[config.mk]
export PLATFORM = sky130hd
export DESIGN_NAME = l16b_sequencer
export DESIGN_NICKNAME = d
export VERILOG_FILES = /design/src/rtl/l16b_sequencer.sv
export SDC_FILE = /design/constraint.sdc
export NUM_CORES = 1
export LEC_CHECK = 0
export CORE_MARGIN = 4
export CORE_UTILIZATION = 47
export CTS_CLUSTER_DIAMETER = 120
export DETAILED_ROUTE_END_ITERATION = 10
export HOLD_SLACK_MARGIN = 0.05
export PLACE_DENSITY = 0.8
export SLEW_MARGIN = 25
export SYNTH_ARGS = -nofsm -noshare
export SYNTH_HDL_FRONTEND = slang
export SYNTH_SLANG_ARGS = --single-unit
[constraint.sdc]
create_clock -name clk -period 8.6 [get_ports clk]
set_input_delay 1.29 -clock clk [delete_from_list [all_inputs] [get_ports clk]]
set_output_delay 1.29 -clock clk [all_outputs]
set_load 0.01 [all_outputs]
[src/rtl/l16b_sequencer.sv]
// l16b_sequencer: multi-cycle sequencer for the 16-byte load instructions.
//   L16BW (mode 2'b10): four word reads written to consecutive registers.
//   L16BF (mode 2'b11): four word reads packed into a 128-bit window buffer.
// Optional feature: define L16B_TIMEOUT_EN to add an ack-wait timeout that
// aborts the sequence and pulses the extra 'error' output.
module l16b_sequencer #(
  parameter int BEATS = 4
`ifdef L16B_TIMEOUT_EN
  ,
  parameter int TIMEOUT = 255
`endif
) (
  input  logic         clk,
  input  logic         rst,
  input  logic         start,
  input  logic [1:0]   mode,
  input  logic [31:0]  base_addr,
  input  logic [4:0]   dest_reg,
  output logic         mem_req,
  output logic [31:0]  mem_addr,
  input  logic         mem_ack,
  input  logic [31:0]  mem_rdata,
  output logic         reg_wr_en,
  output logic [4:0]   reg_wr_addr,
  output logic [31:0]  reg_wr_data,
  output logic [127:0] buffer,
  output logic         buffer_valid,
  output logic         stall,
  output logic         busy,
  output logic         done
`ifdef L16B_TIMEOUT_EN
  ,
  output logic         error
`endif
);

  typedef enum logic [1:0] {
    IDLE = 2'd0,
    REQ  = 2'd1,
    FIN  = 2'd2
  } state_t;

  localparam logic [1:0] LAST_BEAT = 2'(BEATS - 1);

  state_t      state;
  logic        fmode;     // latched mode[0]: 1 = L16BF (buffer), 0 = L16BW (registers)
  logic [4:0]  dest_q;
  logic [1:0]  beat;
  logic        accept;
  logic [4:0]  wr_addr;

`ifdef L16B_TIMEOUT_EN
  localparam int WAIT_W = $clog2(TIMEOUT + 1);
  logic [WAIT_W-1:0] wait_cnt;
`endif

  // Accept only real L16B codes; the stall term must be combinational so the
  // pipeline freezes in the very cycle the request is presented.
  assign accept  = (state == IDLE) && start && mode[1];
  assign stall   = accept || (state != IDLE);
  assign busy    = (state != IDLE);
  // Destination index wraps naturally at 5 bits (r31 -> r0).
  assign wr_addr = dest_q + {3'b000, beat};

  // Sequencer FSM with registered memory, register-file and buffer outputs.
  always_ff @(posedge clk or posedge rst) begin
    if (rst) begin
      state        <= IDLE;
      fmode        <= 1'b0;
      dest_q       <= 5'd0;
      beat         <= 2'd0;
      mem_req      <= 1'b0;
      mem_addr     <= 32'd0;
      reg_wr_en    <= 1'b0;
      reg_wr_addr  <= 5'd0;
      reg_wr_data  <= 32'd0;
      buffer       <= 128'd0;
      buffer_valid <= 1'b0;
      done         <= 1'b0;
`ifdef L16B_TIMEOUT_EN
      wait_cnt     <= '0;
      error        <= 1'b0;
`endif
    end else begin
      reg_wr_en <= 1'b0;
      done      <= 1'b0;
`ifdef L16B_TIMEOUT_EN
      error     <= 1'b0;
`endif
      case (state)
        IDLE: begin
          if (accept) begin
            state        <= REQ;
            fmode        <= mode[0];
            dest_q       <= dest_reg;
            beat         <= 2'd0;
            mem_req      <= 1'b1;
            // Force word alignment of the effective address.
            mem_addr     <= base_addr & 32'hFFFF_FFFC;
            buffer_valid <= 1'b0;
`ifdef L16B_TIMEOUT_EN
            wait_cnt     <= '0;
`endif
          end
        end

        REQ: begin
          if (mem_ack) begin
            if (fmode) begin
              buffer[{beat, 5'b00000} +: 32] <= mem_rdata;
            end else begin
              // Writes to r0 are dropped but the beat still advances.
              reg_wr_en   <= (wr_addr != 5'd0);
              reg_wr_addr <= wr_addr;
              reg_wr_data <= mem_rdata;
            end
            if (beat == LAST_BEAT) begin
              state   <= FIN;
              mem_req <= 1'b0;
              done    <= 1'b1;
              if (fmode) begin
                buffer_valid <= 1'b1;
              end
            end else begin
              beat     <= beat + 2'd1;
              mem_addr <= mem_addr + 32'd4;
            end
`ifdef L16B_TIMEOUT_EN
            wait_cnt <= '0;
          end else if (wait_cnt == WAIT_W'(TIMEOUT - 1)) begin
            // Memory never answered: abandon the sequence without writes.
            state    <= IDLE;
            mem_req  <= 1'b0;
            done     <= 1'b1;
            error    <= 1'b1;
            wait_cnt <= '0;
          end else begin
            wait_cnt <= wait_cnt + 1'b1;
`endif
          end
        end

        FIN: begin
          state <= IDLE;
        end

        default: begin
          state   <= IDLE;
          mem_req <= 1'b0;
        end
      endcase
    end
  end

endmodule

==> reports/qor.yml, run 1 <==
status:
  run_status: "completed"
sta:
  worst_slack_ns: 4.79
  hold_violations: 0
  clock_skew_ns: 0.0147
  period_share: 0.443
  rsz0062_at_grt: "no"
  layout_min_cycle_time_ns: 3.81
  setup_viol: 0
  tns_ns: 0
  drv_slew: 0
  fmax_mhz: 263
  relSlewSlack: 0.330
  tightest_slew_ns: 1.00
grt:
  grt_max_degree: 139
  grt_use_total: 0.240
  antenna_found_initial: 0
  grt_pass1_vias: 7734
  grt.overflow.total: 0
  grt_pass1_wl_mm: 42.0
synth:
  synth.distinct_cells: 49
  ys_warn_count: 0
  synthFlopType: "dfrtp_1"
  synth_edf_count: 0
  syn_avg_cell_area_um2: 8.92
  synth_cells: 1013
  synth_area_mm2: 0.00903
  synth_seq_cells: 209
  synthArstFlopShare: 1.00
  seq_area_frac_synth: 0.579
cells_and_area:
  postLayoutCellArea_mm2: 0.0127
  insertedDiodeCount: 0
  final_nets: 1341
  area_growth_pct: 41.1
  layout-drive-gt1-share: 0.0573
  fin_util: 0.677
routing:
  vias_per_cell: 5.28
  vias: 8099
  wl_mm: 26.6
  drtIter0Drc: 508
  ant_nets: 0
  dr.pass1.iters: 5
  wire_per_inst_um: 17.4
  drc: 0
worst_setup_path:
  cp-start-kind: "input pin"
  required_ns: 7.31
  critPathCaptureType: "output pin"
  crit_fanout: 4
  path_class: "in -> out"
  arrival_ns: 2.52
pwr:
  p_per_area_mw_per_mm2: 322
  irDropWorstVdd_mv: 0.206
  p_leak_uw: 0.00541
  total_power_uw: 4110
place:
  placedInstanceArea_mm2: 0.0119
  place_hpwl_mm: 17.7
  port_buffers: 273
  place_ws_ns: 4.79
  gp_congestion: 0.831
cts:
  clk_pin_slew_worst_paths_ns: 0.06
  holdBufCountCts: 0
  cts.sinks: 209
  clock_latency_ns: 0.50
  cts_setup_buffers: 0
  cts-root-buf: "clkbuf_16"
  cts_buffer_depth: 3
  cts.repair.resized: 0
  cts_tree: "built"
  htree_levels: 1
  cts_buffers: 23
die:
  initial_core_util: 0.480
  core_area_mm2: 0.0188
  dieArea_mm2: 0.0215
  die_w_um: 147
  fp-row-count: 50
  die_h_um: 147
  io_pins: 278
worst_hold_path:
  hp-class: "reg -> reg"
flow_run:
  drv_cap: 0
[stage by stage]
stage               instances  hold slack (ns)
CTS                      1531            0.476
detailed placement       1489            0.461
finish                   1533            0.472
floorplan                1014            0.487
global route             1533            0.495
global placement         1489            0.458
[critical path: stages]
cell	delay, ns
clkdlybuf4s50_1	0.49
nand2_1	0.11
nand2b_1	0.09
clkdlybuf4s50_1	0.54
[cell usage in the layout (no fill, tap or decap), types with 4 or more instances in the layout]
cell type,n
nand2_1,387
clkdlybuf4s50_1,273
dfrtp_1,209
o21ai_0,152
a21oi_1,30
nor2_1,25
clkbuf_16,23
nand3_1,17
and3_1,9
ha_1,9
nand4_1,8
o22ai_1,8
clkbuf_8,7
buf_4,7
inv_1,6
nor3_1,6
a2bb2oi_1,6
mux2_2,5
o211ai_1,5
a22oi_1,5
clkinv_2,5
nand2_4,4
o311ai_0,4
[cell families after synthesis]
family	after synthesis	synth area share
xor+xnor	4	0.00388
flops	209	0.579
simple gates	487	0.225
compound gates	224	0.137
buf+inv	72	0.0330
other cells	1	0.000415
fa+ha+maj	10	0.0147
mux	6	0.00734
[layer usage]
metal | GRT usage | vias to the layer above | share of wire
met2 | 0.383 | 309 | 0.48
met1 | 0.324 | 3855 | 0.42
met5 | 0 | - | 0
met3 | 0.0428 | 69 | 0.061
met4 | 0.101 | 0 | 0.044
li1 | - | 3866 | -
[where the power goes]
group | total, uW | internal, uW | switching (uW)
registers | 1520 | 1280 | 238
logic | 1630 | 794 | 841
clock network | 953 | 555 | 398
total | 4110 | 2630 | 1480
[area by class of cell]
| cell class | instances | area (um2) |
|---|---|---|
| clock buffer | 33 | 683 |
| clock inverter | 9 | 60.1 |
| fill | 1492 | 6080 |
| inverter | 7 | 33.8 |
| multi-input combinational | 733 | 3580 |
| sequential | 209 | 5230 |
| tap | 260 | 325 |
| timing repair buffer | 282 | 2840 |
[final timing paths]
path                                        startpoint  cells past startpoint                     endpoint  slack, ns
max                                            mode[1]                      4                        stall       4.79
min                        reg_wr_data[12]$_DFFE_PP0P_                      2  reg_wr_data[12]$_DFFE_PP0P_       0.47
max reg2reg                        beat[0]$_DFFE_PP0P_                      6       buffer[57]$_DFFE_PP0P_       5.86
min reg2reg                reg_wr_data[12]$_DFFE_PP0P_                      2  reg_wr_data[12]$_DFFE_PP0P_       0.47
max in group asynchronous                          rst                      4     mem_addr[17]$_DFFE_PP0P_       5.69
min in group asynchronous                          rst                      2      mem_addr[8]$_DFFE_PP0P_       1.18
[cells in the mapped netlist (4+ instances only)]
cell	instances	area [um2]
a2bb2oi_1	6	52.6
nand2_1	391	1470
mux2_2	5	56.3
inv_1	7	26.3
dfrtp_1	209	5230
nand3_1	17	85.1
nor3_1	7	35.0
and3_1	9	56.3
o211ai_1	5	37.5
o311ai_0	4	35.0
o22ai_1	8	50.1
o21ai_0	152	761
nor2_1	26	97.6
nand4_1	8	50.1
nor3b_1	6	45.0
ha_1	9	113
a22oi_1	5	37.5
a21oi_1	30	150
clkbuf_1	59	221
[registers in the layout, summed over array words and instances, names as in the netlist]
register / flops
beat: 2
buffer: 128
buffer_valid: 1
dest_q: 5
done: 1
fmode: 1
mem_addr: 30
mem_req: 1
reg_wr_addr: 5
reg_wr_data: 32
reg_wr_en: 1
state: 2
(Power assumes the default switching activity.)
==> run 2: changes to the inputs <==
- clock period: 8.6 -> 3.92 ns (I/O delays scaled with it)
==> run 2 against run 1 <==
Against the previous run:
- cell area increased by 0.42%
- clock power rose by 130%
- wire length grew 3.1%
- sequential share of layout area shrank 0.17 points
- non-clock buffer count is 2 higher
- critical endpoint is now buffer[107]$_DFFE_PP0P_
- via count is essentially flat
- die area unchanged
- utilization rose by 0.29 points
- flip-flop and latch count stayed put
- setup slack worse by 3.5 ns
- first-iteration DRC count down 20%
==> reports/qor.yml, run 2 (synthesis results as in run 1) <==
sta:
  rsz0062_at_grt: "no"
  setup_viol: 0
  fmax_mhz: 386
  layout_min_cycle_time_ns: 2.59
  period_share: 0.661
  relSlewSlack: 0.365
  clock_skew_ns: 0.00710
  tns_ns: 0
  hold_violations: 0
  drv_slew: 0
  tightest_slew_ns: 0.950
grt:
  grt_pass1_vias: 8131
  antenna_found_initial: 0
  grt_pass1_wl_mm: 44.1
  grt.overflow.total: 0
  grt_use_total: 0.250
  grt_max_degree: 67
worst_setup_path:
  crit_family: "simple AND/OR/NAND/NOR gates"
  slowest_delay_ns: 0.76
  path_cells: "inv_1 -> ha_1 -> nor3_2 -> buf_12 -> nand2_1 -> o21ai_0"
  critPathCaptureType: "flip-flop"
  arrival_ns: 2.99
  crit_slowest_cell: "nor3_2"
  r2r_cells: 6
  r2r_end: "buffer[107]$_DFFE_PP0P_"
  cp-start-kind: "flip-flop"
  crit_buf_inv: 2
  r2r_start: "beat[0]$_DFFE_PP0P_"
  path_class: "reg -> reg"
  worst-r2r-setup-slack_ns: 1.33
  required_ns: 4.32
  crit_fanout: 22
  crit_cells: 6
cells_and_area:
  largest_register_ffs: 128
  final_common_cell: "nand2_1"
  fillCellCount: 1503
  layout-drive-gt1-share: 0.0550
  top_regs: "buffer: 128 flops, reg_wr_data: 32 flops, mem_addr: 30 flops"
  mostFrequentLayoutCells: "nand2_1, clkdlybuf4s50_1, dfrtp_1"
  insertedDiodeCount: 0
  fin_cells: 1533
  area_growth_pct: 41.7
  fin_util: 0.680
  postLayoutCellArea_mm2: 0.0128
  top_register: "buffer"
  final_nets: 1342
flow_run:
  drv_cap: 0
die:
  io_pins: 278
  core_area_mm2: 0.0188
  die_h_um: 147
  dieArea_mm2: 0.0215
  fp-row-count: 50
  die_w_um: 147
  initial_core_util: 0.480
routing:
  dr.pass1.iters: 5
  wl_mm: 27.5
  met2WireLength_mm: 13.3
  top_layer_used: "met4"
  drtIter0Drc: 406
  met1_length_mm: 11.5
  route.met3.wl_mm: 1.61
  wire_per_inst_um: 17.9
  drc: 0
  vias: 8104
  vias_per_cell: 5.29
  ant_nets: 0
pwr:
  irDropWorstVdd_mv: 0.424
  comb_power_share: 0.393
  swShare: 0.354
  p_switching_uw: 3240
  total_power_uw: 9150
  p_seq_frac: 0.367
  p_leak_uw: 0.00543
  clkPwrFrac: 0.241
  intPower_uw: 5900
  p_per_area_mw_per_mm2: 714
worst_hold_path:
  hp-class: "reg -> reg"
  hold_end: "reg_wr_data[7]$_DFFE_PP0P_"
  min-delay-start: "reg_wr_data[7]$_DFFE_PP0P_"
  hold_depth: 2
status:
  run_status: "completed"
cts:
  cts_buffers: 22
  holdBufCountCts: 0
  cts-root-buf: "clkbuf_16"
  cts_buffer_depth: 3
  cts.sinks: 209
  htree_levels: 1
  cts_setup_buffers: 0
  cts_tree: "built"
  clk_pin_slew_worst_paths_ns: 0.06
  cts.repair.resized: 0
  clock_latency_ns: 0.50
place:
  placedInstanceArea_mm2: 0.0120
  gp_congestion: 0.843
  dp.cells: 1493
  place_hpwl_mm: 18.6
  port_buffers: 273
==> run 2: cell types whose count changed in the layout (fill, tap and decap cells not counted), sizes merged <==
cell,change
bufinv,+3
clkinv,-3
inv,-3
buf,+2
clkbuf,+1
==> run 2: tightest hold or removal path, cell delays in order, from the launching register on <==
cell and delay (ns):
dfrtp_1 0.34, nand2_1 0.05, nand2_1 0.05
==> run 2: final cells by class <==
| class | count | area, um2 | share of cell area |
|---|---|---|---|
| Sequential cell | 209 | 5230 | 0.409 |
| Timing Repair Buffer | 284 | 2870 | 0.224 |
| Inverter | 7 | 30.0 | 0.00235 |
| Clock inverter | 6 | 119 | 0.00928 |
| Clock buffer | 34 | 656 | 0.0512 |
| Multi-Input combinational cell | 733 | 3580 | 0.279 |
| Tap cell | 260 | 325 | 0.0254 |
==> run 2: power groups by stage <==
stage               logic (uW)  clock network [uW]  registers, uW
floorplan                 1440                   0           3590
global placement          3500                   0           3340
detailed placement        3590                   0           3380
CTS                       3610                2250           3350
global route              3920                2330           3440
finish                    3590                2200           3350
==> run 2: per-layer routing <==
layer	vias to the layer above	track usage
met3	65	0.0410
met5	-	0
met1	3870	0.336
met4	0	0.0983
met2	302	0.408
li1	3867	-
==> run 2: worst max-delay path by stage <==
stage | end | from
floorplan | beat[0]$_DFFE_PP0P_ | rst
global placement | buffer[104]$_DFFE_PP0P_ | mem_ack
detailed placement | buffer[66]$_DFFE_PP0P_ | mem_ack
CTS | buffer[107]$_DFFE_PP0P_ | beat[0]$_DFFE_PP0P_
global route | buffer[107]$_DFFE_PP0P_ | beat[0]$_DFFE_PP0P_
finish | buffer[107]$_DFFE_PP0P_ | beat[0]$_DFFE_PP0P_
==> run 2: stage by stage <==
step	hold WS, ns	setup WS, ns
after detailed placement	0.462	1.12
after floorplan	0.487	0.618
final	0.473	1.33
after CTS	0.477	1.34
after global routing	0.498	1.15
after global placement	0.458	1.27
==> run 3: changes to the inputs <==
- CORE_UTILIZATION: 47 -> 43
- PLACE_DENSITY: 0.8 -> 0.77
- clock period: 3.92 -> 2.2 ns (I/O delays scaled with it)
==> run 3 against run 2 <==
Against the previous run:
- wire length fell by 0.56%
- critical path depth is 4 lower
- sequential power grew 79%
- final cell count is 2.4% higher
- register-to-register slack lost 1.2 ns
- setup slack worse by 1.3 ns
- combinational power increased by 83%
- clock-buffer cell count down 3
- first-iteration DRC count increased by 9.9%
- clock skew is 0.0029 ns higher
==> reports/qor.yml, run 3 (synthesis results as in run 1) <==
status:
  run_status: "completed"
worst_setup_path:
  required_ns: 1.87
  r2r_start: "beat[0]$_DFFE_PP0P_"
  worst-r2r-setup-slack_ns: 0.17
  crit_slowest_cell: "clkdlybuf4s50_1"
  path_cells: "or2_2 -> clkdlybuf4s50_1"
  r2r_cells: 7
  path_class: "reg -> out"
  slowest_delay_ns: 0.49
  critPathCaptureType: "output pin"
  crit_fanout: 7
  crit_buf_inv: 1
  crit_family: "buffers and inverters"
  r2r_end: "buffer[42]$_DFFE_PP0P_"
  arrival_ns: 1.80
  cp-start-kind: "flip-flop"
routing:
  wire_per_inst_um: 17.4
  dr.pass1.iters: 7
  vias: 8197
  drtIter0Drc: 446
  ant_nets: 0
  vias_per_cell: 5.22
  wl_mm: 27.3
  drc: 0
die:
  core_area_mm2: 0.0204
  fp-row-count: 52
  dieArea_mm2: 0.0234
  initial_core_util: 0.442
  die_w_um: 153
  die_h_um: 153
  io_pins: 278
sta:
  fmax_mhz: 469
  clock_skew_ns: 0.00998
  rsz0062_at_grt: "no"
  layout_min_cycle_time_ns: 2.13
  hold_violations: 0
  period_share: 0.970
  drv_slew: 0
  worst_slack_ns: 0.0663
  setup_viol: 0
cts:
  cts-root-buf: "clkbuf_16"
  cts.sinks: 209
  cts_tree: "built"
  clk_pin_slew_worst_paths_ns: 0.06
  cts_buffers: 22
  cts_setup_buffers: 0
  clock_latency_ns: 0.50
  htree_levels: 1
  cts_buffer_depth: 3
cells_and_area:
  layout-drive-gt1-share: 0.0769
  top_regs: "buffer: 128 flops, reg_wr_data: 32 flops, mem_addr: 30 flops"
  final_nets: 1369
  multi_input_area_mm2: 0.00355
  mostFrequentLayoutCells: "nand2_1, clkdlybuf4s50_1, dfrtp_1"
  fillCellCount: 1696
  seq_area_mm2: 0.00523
  top_register: "buffer"
  largest_register_ffs: 128
  final_common_cell: "nand2_1"
  area_growth_pct: 44.3
  insertedDiodeCount: 0
  fin_cells: 1570
grt:
  grt.overflow.total: 0
  grt_pass1_wl_mm: 44.0
  grt_use_total: 0.227
  grt_pass1_vias: 8044
  grt_max_degree: 73
  antenna_found_initial: 0
place:
  dp.cells: 1530
  gp_congestion: 0.837
  port_buffers: 273
  place_ws_ns: 0.140
  place_hpwl_mm: 18.9
worst_hold_path:
  hp-class: "in -> async"
pwr:
  p_leak_uw: 0.00554
  p_per_area_mw_per_mm2: 1240
  irDropWorstVdd_mv: 0.684
flow_run:
  drv_cap: 0
[run 3: cell count changes in the layout (fill, tap and decap cells not counted), moves of 3 or more]
cell       change
buf_12        +10
buf_4         +17
bufinv_16      -3
clkinv_2       +7
nand2_2        +4
nand2_4        -4
[run 3: stage by stage]
stage	hold WS [ns]	power (uW)	instance area, um2	util	setup TNS [ns]
after floorplan	0.435	8960	9040	-	-176.44
after global placement	0.461	12500	12300	0.604	0
after detailed placement	0.462	12700	12300	0.604	0
after CTS	0.153	16200	13000	0.638	0
after global routing	0.181	17100	13000	0.638	0
final	0.158	16100	13000	0.638	0
[run 3: repair_timing]
| item | CTS | global route |
|---|---|---|
| hold endpoints to repair | 0 | 0 |
| gates resized for setup | 3 | 0 |
| hold buffers | 0 | 0 |
| setup endpoints to repair | 1 | 0 |
[run 3: worst max path at each step]
stage | from | end | slack, ns | cells past startpoint
4_1_cts | state[0]$_DFFE_PP0P_ | busy | 0.04 | 2
2_1_floorplan | rst | beat[0]$_DFFE_PP0P_ | -0.84 | 1
6_report | state[0]$_DFFE_PP0P_ | busy | 0.07 | 2
3_3_place_gp | mode[1] | mem_addr[31]$_DFFE_PP0P_ | 0.18 | 6
5_1_grt | beat[0]$_DFFE_PP0P_ | buffer[42]$_DFFE_PP0P_ | 0.006 | 7
3_5_place_dp | mem_ack | mem_addr[31]$_DFFE_PP0P_ | 0.14 | 6
[run 3: where the power goes]
part	total, uW	internal [uW]	switching (uW)	leakage (uW)
clock network	3530	2020	1510	0.000350
registers	6000	5030	971	0.00274
logic	6580	3280	3300	0.00245
[run 3: layout make-up]
type | instances | share of cell area
flip-flops and latches | 209 | 0.401
multi-input cells | 733 | 0.273
repair buffers | 311 | 0.245
inverters | 7 | 0.00230
well taps | 270 | 0.0259
clock inverters | 9 | 0.00432
clock buffers | 31 | 0.0487
[run 3: layer usage]
| layer | vias up | track usage | share of wire |
|---|---|---|---|
| met2 | 312 | 0.381 | 0.49 |
| met3 | 51 | 0.0362 | 0.059 |
| met1 | 3914 | 0.303 | 0.42 |
| li1 | 3920 | - | - |
| met4 | 0 | 0.0734 | 0.031 |
| met5 | - | 0 | 0 |
